--- config.mk ---
export PLATFORM = sky130hd
export DESIGN_NAME = shift_reg_unit
export DESIGN_NICKNAME = d
export VERILOG_FILES = /design/src/rtl/shift_reg_unit.sv
export SDC_FILE = /design/constraint.sdc
export NUM_CORES = 1
export LEC_CHECK = 0
export ABC_AREA = 1
export CAP_MARGIN = 15
export CORE_UTILIZATION = 35
export CTS_BUF_LIST = sky130_fd_sc_hd__clkbuf_4 sky130_fd_sc_hd__clkbuf_8
export DETAILED_ROUTE_END_ITERATION = 7
export GPL_TIMING_DRIVEN = 0
export MAX_ROUTING_LAYER = met4
export PLACE_DENSITY = 0.67
export REMOVE_ABC_BUFFERS = 1
export SLEW_MARGIN = 15
export SYNTH_ARGS = -nofsm -noshare
export SYNTH_HDL_FRONTEND = slang
export SYNTH_SLANG_ARGS = --single-unit
--- constraint.sdc ---
create_clock -name clock -period 1.55 [get_ports clock]
set_clock_uncertainty 0.15 [all_clocks]
set_input_delay 0.3875 -clock clock [delete_from_list [all_inputs] [get_ports clock]]
set_output_delay 0.3875 -clock clock [all_outputs]
set_load 0.01 [all_outputs]
--- src/rtl/shift_reg_unit.sv ---
// Universal WIDTH-bit shift register: hold, parallel load, logical/arithmetic shift
// and rotate, either one step per clock or as a counted multi-cycle operation.
module shift_reg_unit #(
    parameter int WIDTH = 8,
    parameter int CNT_W = 4
) (
    input  logic             clock,
    input  logic             clear,
    input  logic [2:0]       mode,
    input  logic             start,
    input  logic [CNT_W-1:0] amount,
    input  logic [WIDTH-1:0] data_in,
    input  logic             ser_in_l,
    input  logic             ser_in_r,
    output logic [WIDTH-1:0] q,
    output logic             ser_out_l,
    output logic             ser_out_r,
    output logic             busy,
    output logic             done,
    output logic             state_dbg
);

    // Handshake: start with a shift/rotate mode is accepted at any edge where busy=0;
    // busy then stays high while steps run and done pulses for one cycle at the end.
    typedef enum logic {
        IDLE = 1'b0,
        RUN  = 1'b1
    } state_t;

    localparam logic [CNT_W-1:0] CNT_ONE = {{(CNT_W-1){1'b0}}, 1'b1};

    state_t           state_q, state_d;
    logic [CNT_W-1:0] cnt_q, cnt_d;
    logic [2:0]       op_q, op_d;
    logic [WIDTH-1:0] q_d;
    logic             busy_d, done_d;

    function automatic logic [WIDTH-1:0] apply_mode(
        input logic [2:0]       m,
        input logic [WIDTH-1:0] v,
        input logic [WIDTH-1:0] load,
        input logic             sl,
        input logic             sr
    );
        logic [WIDTH-1:0] r;
        case (m)
            3'b001:  r = load;
            3'b010:  r = {v[WIDTH-2:0], sr};
            3'b011:  r = {sl, v[WIDTH-1:1]};
            3'b100:  r = {v[WIDTH-2:0], v[WIDTH-1]};
            3'b101:  r = {v[0], v[WIDTH-1:1]};
            3'b110:  r = {v[WIDTH-1], v[WIDTH-1:1]};
            default: r = v;
        endcase
        return r;
    endfunction

    function automatic logic is_counted(input logic [2:0] m);
        return (m != 3'b000) && (m != 3'b001) && (m != 3'b111);
    endfunction

    always_comb begin
        state_d = state_q;
        cnt_d   = cnt_q;
        op_d    = op_q;
        q_d     = q;
        busy_d  = busy;
        done_d  = 1'b0;
        case (state_q)
            IDLE: begin
                if (start && is_counted(mode)) begin
                    // Acceptance edge only latches the operation; q moves from the next edge.
                    op_d  = mode;
                    cnt_d = amount;
                    if (amount == '0) begin
                        done_d = 1'b1;
                    end else begin
                        state_d = RUN;
                        busy_d  = 1'b1;
                    end
                end else begin
                    q_d = apply_mode(mode, q, data_in, ser_in_l, ser_in_r);
                end
            end
            RUN: begin
                q_d   = apply_mode(op_q, q, data_in, ser_in_l, ser_in_r);
                cnt_d = cnt_q - CNT_ONE;
                if (cnt_q == CNT_ONE) begin
                    state_d = IDLE;
                    busy_d  = 1'b0;
                    done_d  = 1'b1;
                end
            end
            default: begin
                state_d = IDLE;
                busy_d  = 1'b0;
            end
        endcase
    end

    always_ff @(posedge clock) begin
        if (!clear) begin
            state_q <= IDLE;
            cnt_q   <= '0;
            op_q    <= 3'b000;
            q       <= '0;
            busy    <= 1'b0;
            done    <= 1'b0;
        end else begin
            state_q <= state_d;
            cnt_q   <= cnt_d;
            op_q    <= op_d;
            q       <= q_d;
            busy    <= busy_d;
            done    <= done_d;
        end
    end

    assign ser_out_l = q[WIDTH-1];
    assign ser_out_r = q[0];
    assign state_dbg = state_q;

endmodule

==> results.json, run 1 <==
{
  "cts_tree": "done",
  "antenna_cells": 0,
  "postSynth.asyncResetShare_pct": 0,
  "hold_path.class": "reg2reg",
  "p_leak_nw": 0.828,
  "hold_violations": 0,
  "outcome": "completed",
  "finalCritPeriodShare_pct": 95.3,
  "clockBufferDepth": 2,
  "postLayoutCellArea_um2": 1910,
  "switching_share_pct": 37.2,
  "synth_cell_types": 33,
  "drc_errors": 0,
  "seq_area_um2": 385,
  "grt.total_usage_pct": 21.2,
  "place_area_um2": 1760,
  "cp_max_fo": 7,
  "p_int_mw": 0.998,
  "fmax_mhz": 677,
  "slew_viol_final": 0,
  "fillers": 428,
  "critPathKind": "reg2out",
  "combPwrFrac_pct": 37.1,
  "grt_pass1_wl_mm": 6.97,
  "grt_pass1_vias": 1467,
  "routedWlPerCell_um": 13.7,
  "die_x_um": 66.3,
  "synth_ff_type": "dfxtp_1",
  "clk-insertion-delay-late_ns": 0.27,
  "netlist_top_cells_count": "57 x nand2_1, 47 x nand3_1, 21 x a21oi_1",
  "io_pins": 33,
  "slew_headroom_pct": 68.4,
  "fin_crit_ns": 1.48,
  "ys_seq_area_share_pct": 24.9,
  "syn_avg_cell_area_um2": 6.58,
  "ant_nets": 0,
  "cts.sinks": 18,
  "yosys.area.top_type": "dfxtp_1",
  "path_cells": "dlygate4sd2_1",
  "power.clock.fraction_pct": 25.6,
  "layout-drive-gt1-share_pct": 21.9,
  "grt_max_degree": 14,
  "max_slew.worst_pin.slew_ns": 0.474,
  "drtIter0Drc": 137,
  "start_util_pct": 36.5,
  "cp_slowest_stage_delay_ns": 0.40,
  "power_frac_seq_pct": 37.3,
  "die-height_um": 66.3,
  "post-route-util_pct": 48.1,
  "postCtsHoldBufs": 0,
  "cts_max_level": 1,
  "synthTopCellsByArea": "dfxtp_1 25%, nand3_1 16%, nand2_1 15%, a21oi_1 7.3%, nand4_1 5.6%",
  "p_sw_mw": 0.591,
  "core_um2": 3970,
  "power_density_nw_per_um2": 832,
  "yosysMostFrequentCell": "nand2_1",
  "globalplace.congestion": 0.837,
  "synth_top_area_share_pct": 24.9,
  "finalSetupViolCount": 0,
  "finalWirelength_mm": 4.19,
  "syn_to_final_growth_pct": 32.0,
  "dp_hpwl_mm": 2.70,
  "startpoint_type": "register",
  "multiInputGateArea_um2": 937,
  "port_buffers": 32,
  "cap_violations": 0,
  "syn_area_um2": 1450,
  "yosysWarnings": 0,
  "ys_ff_latch": 18,
  "routed-via-count": 1649,
  "max-vdd-ir-drop_mv": 0.353,
  "path_clk_slew_ns": 0.08,
  "cts_buffers": 3,
  "synth-edff-count": 0,
  "die_area_um2": 4400,
  "firstDrtPassIters": 4,
  "grt_overflow_total": 0,
  "cp-end-kind": "primary output",
  "root_buffer": "clkbuf_8",
  "crit_path_top_delay_cell": "dfxtp_4",
  "worst-endpoint-required_ns": 1.01,
  "rows": 23,
  "syn-instance-count": 220,
  "crit_arrival_ns": 0.94,
  "fin_nets": 279,
  "critPathTopFamily": "flip-flops",
  "vias_per_cell": 5.39,
  "cp.buffers_inverters": 1,
  "grt_antenna_before_repair": 0
}
==> metrics by stage <==
stage                     hold WS (ns)  worst slack, ns  instances  total power, mW  TNS, ns
final                            0.324           0.0727        306             1.59        0
after global routing             0.338          -0.0138        306             1.70  -0.0138
after CTS                        0.325           0.0135        301             1.56        0
after detailed placement         0.313           -0.730        293             1.15   -12.45
after global placement           0.313           -0.703        293             1.14   -11.98
after floorplan                  0.305           -0.206        211            0.920    -1.77
==> area by class of cell <==
type	instances	area share (%)
Tap cell	50	3.27
Multi-Input combinational cell	171	49.1
Clock buffer	4	2.88
Sequential cell	18	20.2
Inverter	22	5.37
Timing Repair Buffer	41	19.3
==> what timing repair did <==
action | in CTS | in global routing
resized for setup | 39 | 18
setup endpoints to repair | 31 | 14
setup buffers | 4 | 5
gates cloned | 0 | 0
pin swaps | 1 | 2
endpoints found under the hold margin | 0 | 0
==> power groups by stage <==
stage          clock network (mW)  registers [mW]  logic [mW]
3_3_place_gp                    0           0.612       0.532
6_report                    0.407           0.593       0.589
3_5_place_dp                    0           0.611       0.537
5_1_grt                     0.444           0.603       0.655
4_1_cts                     0.416           0.592       0.548
2_1_floorplan                   0           0.607       0.313
==> sequential cells by signal, indices dropped and copies added (netlist names) <==
register / count
state_dbg: 1
done: 1
cnt_q: 4
op_q: 3
q: 8
busy: 1
==> final timing paths <==
kind	from	to	slack [ns]	cells past startpoint
hold / removal	busy	busy	0.32	2
setup / recovery	q[7]	q[7]	0.07	1
hold reg to reg	busy	busy	0.32	2
setup reg to reg	state_dbg	q[6]	0.09	7
==> kinds of logic after synthesis <==
| kind of cell | count (synthesis) | share of synthesized area, % |
|---|---|---|
| compound gates | 34 | 13.3 |
| buf+inv | 31 | 11.7 |
| flops | 18 | 24.9 |
| fa+ha+maj | 2 | 1.73 |
| simple gates | 135 | 48.4 |
==> per-layer routing <==
layer  vias up  track usage [%]  share of wire, %
met2        69             34.1                48
met4         0             7.18               1.6
li1        828                -                 -
met3         8             2.59               7.5
met5         -                -                 0
met1       744             27.4                43
==> cells in the final DEF (no fill, tap or decap), drive strengths merged <==
cell type / instances
clkinv: 1
nor2: 5
or2: 2
dfxtp: 18
nor4: 1
nand3b: 1
o211ai: 1
buf: 12
dlygate4sd2: 14
clkbuf: 4
inv: 21
a31oi: 2
nand3: 49
clkdlybuf4s50: 15
a21boi: 1
nand4: 14
nand2: 63
ha: 2
a21oi: 23
o21ai: 7
(Power assumes the default switching activity.)
==> inputs of run 2 (changes only) <==
--- a/config.mk
+++ b/config.mk
@@ -12,7 +12,7 @@
 export DETAILED_ROUTE_END_ITERATION = 7
 export GPL_TIMING_DRIVEN = 0
 export MAX_ROUTING_LAYER = met4
-export PLACE_DENSITY = 0.67
+export PLACE_DENSITY = 0.69
 export REMOVE_ABC_BUFFERS = 1
 export SLEW_MARGIN = 15
 export SYNTH_ARGS = -nofsm -noshare
==> constraint.sdc (replaced) <==
create_clock -name clock -period 1.3 [get_ports clock]
set_clock_uncertainty 0.15 [all_clocks]
set_input_delay 0.325 -clock clock [delete_from_list [all_inputs] [get_ports clock]]
set_output_delay 0.325 -clock clock [all_outputs]
set_load 0.01 [all_outputs]
==> run 2 against run 1 <==
  * The run now ends with negative setup slack left
  * Worst hold slack got worse by 0.018 ns
  * Global-route usage increased by 1.1 points
  * Sequential cell count unchanged
  * Sequential share of layout area decreased by 2.2 points
  * Non-clock buffer count increased by 22
  * First-iteration DRC count increased by 23%
  * Cell count increased by 7.5%
  * Critical path depth increased by 9
  * Total power increased by 35%
  * Clock power increased by 18%
  * Critical endpoint is now q[7]
==> results.json, run 2 (synthesis gave the netlist of run 1 again) <==
{
  "syn_to_final_growth_pct": 57.2,
  "port_buffers": 32,
  "startpoint_type": "register",
  "vias_per_cell": 5.43,
  "hold_path.class": "in2reg",
  "antenna_cells": 0,
  "hold_violations": 0,
  "p_leak_nw": 0.981,
  "ant_nets": 0,
  "violations": "negative setup slack",
  "fmax_mhz": 674,
  "worstReg2RegStart": "op_q[0]",
  "globalplace.congestion": 0.809,
  "max_slew.worst_pin.slew_ns": 0.354,
  "worst-endpoint-required_ns": 1.32,
  "rows": 23,
  "largest_reg_flops": 8,
  "combPwrFrac_pct": 46.4,
  "min_to": "op_q[2]",
  "slew_viol_final": 0,
  "path_clk_slew_ns": 0.08,
  "clk-insertion-delay-late_ns": 0.26,
  "rr_worst_depth": 10,
  "switching_share_pct": 38.0,
  "grt_antenna_before_repair": 0,
  "final_cell_mix": "42 x nand2_1, 40 x nand3_1, 25 x buf_4",
  "hold_slack_ns": 0.306,
  "crit_path_top_delay_cell": "dfxtp_4",
  "dp_hpwl_mm": 2.66,
  "die-height_um": 66.3,
  "routed-via-count": 1786,
  "critPathKind": "reg2reg",
  "fin_crit_ns": 1.48,
  "core_um2": 3970,
  "worstHoldStart": "mode[2]",
  "power.clock.fraction_pct": 22.3,
  "p_int_mw": 1.33,
  "grt_pass1_wl_mm": 7.35,
  "start_util_pct": 36.5,
  "finalCritPeriodShare_pct": 114,
  "dr_wl_met2_mm": 2.44,
  "routedWlPerCell_um": 14.4,
  "grt_overflow_total": 0,
  "cp-end-kind": "register",
  "grt_pass1_vias": 1566,
  "die_area_um2": 4400,
  "cts_max_level": 1,
  "cp_slowest_stage_delay_ns": 0.38,
  "rsz0062_at_grt": "true",
  "io_pins": 33,
  "clockBufferDepth": 2,
  "path_cells": "nor2_4 > clkinv_4 > nand2_4 > o21ai_2 > nand2_1 > nand2_2 > o21ai_1 > inv_1 > nand2_2 > inv_2",
  "hold-path-cell-count": 3,
  "critPathTopFamily": "simple AND/OR/NAND/NOR gates",
  "p_sw_mw": 0.815,
  "cts_tree": "done",
  "cp_max_fo": 6,
  "crit_path_frequent_cell": "nand2_2",
  "wl_met3_um": 265,
  "final_common_cell": "nand2_1",
  "cts_buffers": 3,
  "power_density_nw_per_um2": 942,
  "slew_headroom_pct": 76.4,
  "root_buffer": "clkbuf_8",
  "r2r_end": "q[7]",
  "crit_arrival_ns": 1.50,
  "regMostFlops": "q",
  "firstDrtPassIters": 4,
  "biggestRegsByFlops": "q: 8 flops, cnt_q: 4 flops, op_q: 3 flops",
  "cts.sinks": 18,
  "grt.total_usage_pct": 22.3,
  "wl_met1_mm": 1.99,
  "drc_errors": 0,
  "layout-drive-gt1-share_pct": 45.5,
  "layout_setup_ws_ns": -0.184,
  "cap_violations": 0,
  "top_layer": "met4",
  "max-vdd-ir-drop_mv": 0.519,
  "power_frac_seq_pct": 31.3,
  "p_total_mw": 2.14,
  "fin_nets": 302,
  "outcome": "complete, but fails checks",
  "finalSetupViolCount": 15,
  "grt_max_degree": 12,
  "postCtsHoldBufs": 0,
  "finalWirelength_mm": 4.75,
  "cp.buffers_inverters": 3,
  "die_x_um": 66.3,
  "r2r_slack_ns": -0.18,
  "drtIter0Drc": 168
}
## run 2: changes by cell type in the layout (fill, tap and decap cells not counted), moves of 8 or more
cell | previous run | this run
dfxtp_4 | 4 | 12
nand2_1 | 53 | 42
buf_2 | 3 | 14
dlygate4sd2_1 | 14 | 2
buf_4 | 8 | 25
## run 2: how the worst max path moves through the flow
stage / start / end / cells after the start / slack [ns]
final: op_q[0] / q[7] / 10 / -0.18
after global routing: op_q[0] / q[7] / 10 / -0.25
after CTS: op_q[2] / q[7] / 8 / -0.11
after detailed placement: mode[1] / q[6] / 8 / -0.91
after global placement: mode[2] / q[7] / 10 / -0.89
after floorplan: state_dbg / q[5] / 7 / -0.46
## run 2: worst min-delay path, cell delays in order
cell     delay (ns)
buf_2          0.17
o21ai_2        0.14
a21oi_1        0.04
## run 2: timing repair
action,4_1_cts,5_1_grt
endpoints found under the setup margin,31,26
gates resized for setup,100,59
pin swaps,10,26
setup buffers,24,6
cloned,0,2
## run 2: through the flow
step / instances / instance area [um^2] / utilization [%] / setup slack (ns) / TNS (ns)
floorplan: 211 / 1380 / - / -0.456 / -6.10
global placement: 293 / 1760 / 44.3 / -0.891 / -17.28
detailed placement: 293 / 1760 / 44.3 / -0.906 / -17.50
CTS: 321 / 2090 / 52.7 / -0.112 / -1.26
global route: 329 / 2280 / 57.3 / -0.246 / -2.45
finish: 329 / 2280 / 57.3 / -0.184 / -1.24
## run 2: area by class of cell
cell class	instances	area, um^2
Clock buffer	4	55.1
Fill cell	380	1700
Inverter	22	116
Multi-Input combinational cell	172	1100
Sequential cell	18	409
Tap cell	50	62.6
Timing Repair Buffer	63	534
## run 2: metal layers
layer	GRT usage (%)	vias to the layer above
met4	5.59	0
li1	-	883
met3	3.62	8
met5	-	-
met1	27.3	825
met2	37.8	70
## run 2: power by group through the flow
stage,sequential [mW],clock (mW),combinational [mW]
after global placement,0.731,0,0.632
after detailed placement,0.731,0,0.637
after CTS,0.667,0.483,0.837
after floorplan,0.723,0,0.373
final,0.670,0.479,0.995
after global routing,0.679,0.523,1.08
